$ cat src/rtl/boot_rom_arbiter.sv
// Shares one single-port synchronous boot ROM between an instruction-fetch port and a data port.
// Define BOOT_ROM_ARB_RR_EN for round-robin collision handling; otherwise data has fixed priority.
module boot_rom_arbiter #(
  parameter int               XLEN     = 32,
  parameter int               ROM_AW   = 10,
  parameter logic [XLEN-1:0]  ROM_BASE = 32'h0000_0000
) (
  input  logic              clk,
  input  logic              rst,
  input  logic              i_req,
  input  logic [XLEN-1:0]   i_addr,
  output logic              i_gnt,
  output logic              i_valid,
  output logic [XLEN-1:0]   i_rdata,
  output logic              i_err,
  input  logic              d_req,
  input  logic              d_we,
  input  logic [XLEN-1:0]   d_addr,
  output logic              d_gnt,
  output logic              d_valid,
  output logic [XLEN-1:0]   d_rdata,
  output logic              d_err,
  output logic              rom_en,
  output logic [ROM_AW-1:0] rom_addr,
  input  logic [XLEN-1:0]   rom_rdata
);

  typedef enum logic [1:0] {
    IDLE  = 2'd0,
    I_RSP = 2'd1,
    D_RSP = 2'd2
  } state_t;

  // Offset is unsigned, so addresses below the window wrap to huge values and fail the range test.
  function automatic logic addr_legal(input logic [XLEN-1:0] off, input logic we);
    addr_legal = (off[1:0] == 2'b00) &&
                 (off[XLEN-1:ROM_AW+2] == {(XLEN-ROM_AW-2){1'b0}}) &&
                 !we;
  endfunction

  state_t          state_r;
  logic            err_r;
  logic            d_pri_s;
  logic            i_gnt_s;
  logic            d_gnt_s;
  logic [XLEN-1:0] off_s;
  logic            legal_s;
  logic            rsp_i_s;
  logic            rsp_d_s;

`ifdef BOOT_ROM_ARB_RR_EN
  typedef enum logic {
    INSTR = 1'b0,
    DATA  = 1'b1
  } port_t;

  port_t last_winner_r;
  assign d_pri_s = (last_winner_r == INSTR);
`else
  assign d_pri_s = 1'b1;
`endif

  // Grant selection; nothing is granted while reset is held.
  always_comb begin
    i_gnt_s = 1'b0;
    d_gnt_s = 1'b0;
    if (rst) begin
      i_gnt_s = 1'b0;
      d_gnt_s = 1'b0;
    end else if (d_req && (!i_req || d_pri_s)) begin
      d_gnt_s = 1'b1;
    end else if (i_req) begin
      i_gnt_s = 1'b1;
    end else begin
      i_gnt_s = 1'b0;
      d_gnt_s = 1'b0;
    end
  end

  assign off_s   = (d_gnt_s ? d_addr : i_addr) - ROM_BASE;
  assign legal_s = addr_legal(off_s, d_gnt_s & d_we);

  assign i_gnt    = i_gnt_s;
  assign d_gnt    = d_gnt_s;
  assign rom_en   = (i_gnt_s | d_gnt_s) & legal_s;
  assign rom_addr = rom_en ? off_s[ROM_AW+1:2] : {ROM_AW{1'b0}};

  // Response-tracking FSM with the per-response error flag and arbitration history.
  always_ff @(posedge clk) begin
    if (rst) begin
      state_r <= IDLE;
      err_r   <= 1'b0;
`ifdef BOOT_ROM_ARB_RR_EN
      last_winner_r <= INSTR;
`endif
    end else if (d_gnt_s) begin
      state_r <= D_RSP;
      err_r   <= !legal_s;
`ifdef BOOT_ROM_ARB_RR_EN
      last_winner_r <= DATA;
`endif
    end else if (i_gnt_s) begin
      state_r <= I_RSP;
      err_r   <= !legal_s;
`ifdef BOOT_ROM_ARB_RR_EN
      last_winner_r <= INSTR;
`endif
    end else begin
      state_r <= IDLE;
      err_r   <= 1'b0;
    end
  end

  // Reset gates the response so a pending one is dropped immediately.
  assign rsp_i_s = !rst && (state_r == I_RSP);
  assign rsp_d_s = !rst && (state_r == D_RSP);

  assign i_valid = rsp_i_s;
  assign i_err   = rsp_i_s & err_r;
  assign i_rdata = (rsp_i_s && !err_r) ? rom_rdata : {XLEN{1'b0}};
  assign d_valid = rsp_d_s;
  assign d_err   = rsp_d_s & err_r;
  assign d_rdata = (rsp_d_s && !err_r) ? rom_rdata : {XLEN{1'b0}};

endmodule

$ cat config.mk
export PLATFORM = sky130hd
export DESIGN_NAME = boot_rom_arbiter
export DESIGN_NICKNAME = d
export VERILOG_FILES = /design/src/rtl/boot_rom_arbiter.sv
export SDC_FILE = /design/constraint.sdc
export NUM_CORES = 1
export LEC_CHECK = 0
export CORE_MARGIN = 2
export CORE_UTILIZATION = 20
export DETAILED_ROUTE_END_ITERATION = 10
export PLACE_DENSITY_LB_ADDON = 0.12
export SYNTH_ARGS = -nofsm -noshare
export SYNTH_HDL_FRONTEND = slang
export SYNTH_SLANG_ARGS = --single-unit
$ cat constraint.sdc
create_clock -name clk -period 2.1 [get_ports clk]
set_input_delay 0.315 -clock clk [delete_from_list [all_inputs] [get_ports clk]]
set_output_delay 0.315 -clock clk [all_outputs]
set_load 0.01 [all_outputs]
### After elaboration in Yosys (flattened, before gate mapping)

Index checks and enable logic that the tools add are counted.

| operators by class | value |
|---|---|
| $add $sub $neg | 0 |
| $mul | 0 |
| divide/modulo/power cells | 0 |
| order comparisons | 0 |
| equal/unequal tests | 2 |
| shift operators | 0 |
| muxes and demuxes | 13 |
| bitwise logic cells | 5 |
| reduce and logical (&&, ||, !) cells | 13 |

Operators by type and width:

| kind | number |
|---|---|
| $mux 32 | 3 |
| $logic_not 20->1 | 1 |
| $mux 10 | 1 |
| $mux 1 | 8 |
| $logic_and 1x1->1 | 6 |
| $and 1x1->1 | 4 |
| $logic_not 1->1 | 4 |
| $eq 2x1->1 const B | 1 |
| $eq 2x2->1 const B | 1 |
| $logic_not 2->1 | 1 |
| $mux 2 | 1 |
| $reduce_or 2->1 | 1 |
| $or 1x1->1 | 1 |

| word-level totals | value |
|---|---|
| register bits | 3 |
| latch bits | 0 |
| memory bits (writable) | 0 |
| memory bits (read-only) | 0 |
| input bits | 101 |
| logic and storage cells | 36 |
| memories | 0 |

### Longest topological paths before layout

| logic depth | value |
|---|---|
| depth in word-level cells | 9 |
| gate-level depth with buffers | 6 |
| gate-level depth less buffers | 5 |

### Worst setup path before layout

Ideal clock, no wire load.

| timing path | value |
|---|---|
| kind | input to output |
| start point | input port d_addr[18] |
| end point | output port rom_addr[0] |
| data arrival time | 1.548 ns |
| data required time | 1.785 ns |
| path slack | 0.237 ns |
| stages | 5 |
| buffers on the path | 1 |
| cell sequence | nor4_1 -> nand4_1 -> or4_4 -> buf_6 -> a211oi_2 |

| between the ends | value |
|---|---|
| cells in the longest elaborated chain, start to end | 6 |

Ends and longest elaborated chain:

| what | RTL line | text |
|---|---|---|
| start, declared | 18 | `input logic [XLEN-1:0] d_addr,` |
| $mux 32 | 80 | `assign off_s = (d_gnt_s ? d_addr : i_addr) - ROM_BASE;` |
| $logic_not 20->1 | 37 | `(off[XLEN-1:ROM_AW+2] == {(XLEN-ROM_AW-2){1'b0}}) &&` |
| $logic_and 1x1->1 | 36 | `addr_legal = (off[1:0] == 2'b00) &&` |
| $logic_and 1x1->1 | 37 |  |
| $and 1x1->1 | 85 | `assign rom_en = (i_gnt_s \| d_gnt_s) & legal_s;` |
| $mux 10 | 86 | `assign rom_addr = rom_en ? off_s[ROM_AW+1:2] : {ROM_AW{1'b0}};` |
| end, declared | 24 | `output logic [ROM_AW-1:0] rom_addr,` |

Every way passes these cells.

### Final worst setup path

| timing path | value |
|---|---|
| start point | input port d_addr[31] |
| end point | output port rom_addr[6] |

Same word-level chain as after synthesis.

==> flow_metrics.tcl <==
set metrics [dict create \
    outcome "complete, but fails checks" \
    failed_checks "negative setup slack" \
    multi_input_area_um2 965 \
    drc_errors 0 \
    power_mw 0.541 \
    yosys_warnings 0 \
    critical_path_arrival_ps 1880 \
    cts_hold_buf 0 \
    hold_viol 0 \
    io_pins 182 \
    drive_gt1_share_pct 24.9 \
    yosysUniqueCellTypes 21 \
    cp.required_ps 1780 \
    fin_cells 385 \
    cp-end-kind "primary output" \
    fmax_mhz 455 \
    relSlewSlack_pct 82.0 \
    setup_viol 10 \
    start_util_pct 21.2 \
    fp-row-count 24 \
    p_leak_nw 1.56 \
    port_buffers 181 \
    synth.avg_cell_area_um2 7.25 \
    nFillCells 385 \
    synth.cell_area_um2 942 \
    diodes 0 \
    cts_tree "yes" \
    grt_pass1_vias 1772 \
    root_buffer "clkbuf_8" \
    drt_iter0_drc 27 \
    grt_pass1_wl_um 8590 \
    worstMarginPinSlew_ps 262 \
    seq_area_um2 60.1 \
    syn_nets 231 \
    drtAntennaViolNets 0 \
    hp-class "primary input to flop" \
    antenna_found_initial 0 \
    vias 1723 \
    grt_max_degree 17 \
    die_y_um 72.6 \
    cts-buffers-inserted 3 \
    first_pass_iters 4 \
    drt-total-wl_um 5550 \
    min_path_cells 3 \
    drv_slew 0 \
    detail_route.wl_per_cell_um 14.4 \
    max_cap_viol_count 0 \
    finalCritPeriodShare_pct 105 \
    die_x_um 72.6 \
    cts.sinks 3 \
    ys_ff_latch 3 \
    path_clk_slew_ps 30 \
    final_nets 435 \
    vdd_drop_max_mv 0.142 \
    core-area_mm2 0.00444 \
    place_area_mm2 0.00290 \
    yosysSeqAreaShare_pct 6.37 \
    worstSetupPathType "primary input to primary output" \
    startpoint_type "primary input" \
    dp.cells 365 \
    synth_cells 130 \
    dieArea_mm2 0.00528 \
    grtUsageTotal_pct 20.5 \
    area_growth_pct 233 \
    finalWorstSetupSlack_ps -99.4 \
    viasPerCell 4.48 \
    ctsHtreeMaxLevel 1 \
    rsz0062_at_grt "yes" \
    place.gp.congestion 0.780 \
    design_area_mm2 0.00313 \
    clk_path_buf_depth 2 \
    p_per_area_mw_per_mm2 172 \
    crit_fanout 5 \
    place_hpwl_um 4250 \
    overflow 0 \
    layout_min_cycle_time_ps 2200 \
]
cells by family (layout without fill, tap and decap cells):
kind of cell | after synthesis | in the layout | share of synthesized area (%)
simple gates | 92 | 93 | 62.3
compound gates | 13 | 13 | 14.7
flops | 3 | 3 | 6.37
buf+inv | 12 | 214 | 5.98
mux | 10 | 10 | 10.6
Yosys cell counts (all sizes together):
cell / number / area (um^2)
nor4: 11 / 68.8
inv: 1 / 3.75
a31o: 1 / 8.76
a211oi: 10 / 120
nand2b: 1 / 13.8
a21oi: 2 / 10.0
nor2b: 2 / 12.5
or4: 1 / 11.3
nand4: 2 / 12.5
and2: 66 / 413
mux2i: 10 / 100
nor3b: 4 / 30.0
and3: 2 / 12.5
dfxtp: 3 / 60.1
buf: 3 / 21.3
nor3: 1 / 5.00
nor2: 2 / 7.51
clkinv: 1 / 5.00
clkbuf: 7 / 26.3
area by class of cell:
| type | count | share of cell area (%) |
|---|---|---|
| multi-input combinational | 116 | 30.8 |
| inverter | 2 | 0.399 |
| clock buffer | 4 | 1.44 |
| sequential | 3 | 1.92 |
| timing repair buffer | 208 | 63.4 |
| tap | 52 | 2.08 |
routing by layer:
layer	GRT usage (%)	routed length [um]	up-vias
met3	3.73	549	4
met5	0	0	-
met1	20.4	1810	745
li1	-	-	866
met2	42.4	3150	108
met4	4.94	41	0
cells in the final DEF, fill, tap and decap left out:
cell type	count
buf_4	13
and3_1	2
a31o_2	1
nand2b_4	1
clkbuf_1	1
clkinv_4	1
clkbuf_2	3
dlygate4sd2_1	59
and2_1	66
nand4_1	2
mux2i_1	10
bufbuf_16	2
buf_2	16
buf_6	13
nor4_4	3
nor3b_4	2
a21oi_2	1
inv_1	1
nor4_2	5
clkbuf_8	3
nor2_1	2
clkdlybuf4s15_1	19
buf_12	3
nor4_1	3
or4_4	2
nor3b_1	1
clkbuf_16	1
dfxtp_1	3
nor3_1	1
clkdlybuf4s50_1	79
a211oi_2	10
nor3b_2	1
nor2b_4	2
a21oi_1	1
metrics by stage:
step	util [%]	hold slack (ps)	worst slack, ps	TNS [ps]
2_1_floorplan	-	390	237	0
3_3_place_gp	65.2	1040	-742	-38670
3_5_place_dp	65.2	1050	-817	-40920
4_1_cts	69.2	457	-99.5	-766
5_1_grt	70.5	491	-197	-1350
6_report	70.5	478	-99.4	-505
sequential cells by signal, summed over array words and instances (netlist names):
name	cells
err_r	1
state_r	2
power by group:
part / leakage, nW / internal (mW) / switching (mW)
combinational: 1.51 / 0.216 / 0.0922
sequential: 0.0250 / 0.0609 / 0.00469
clock: 0.0228 / 0.129 / 0.0376
critical path: stages:
cell,delay [ps]
clkdlybuf4s50_1,450
or4_4,590
buf_6,150
a211oi_2,210
buf_2,170
final timing paths:
check,to,slack (ps),startpoint
worst max-delay path,rom_addr[6],-100,d_addr[31]
worst min-delay path,state_r[0]$_SDFF_PP0_,480,rst
what timing repair did:
item | CTS | global route
resized for setup | 190 | 33
cloned | 4 | 0
endpoints found under the setup margin | 80 | 28
buffers inserted | 11 | 1
pin swaps | 23 | 7
Power figures use the tool's default switching activity.
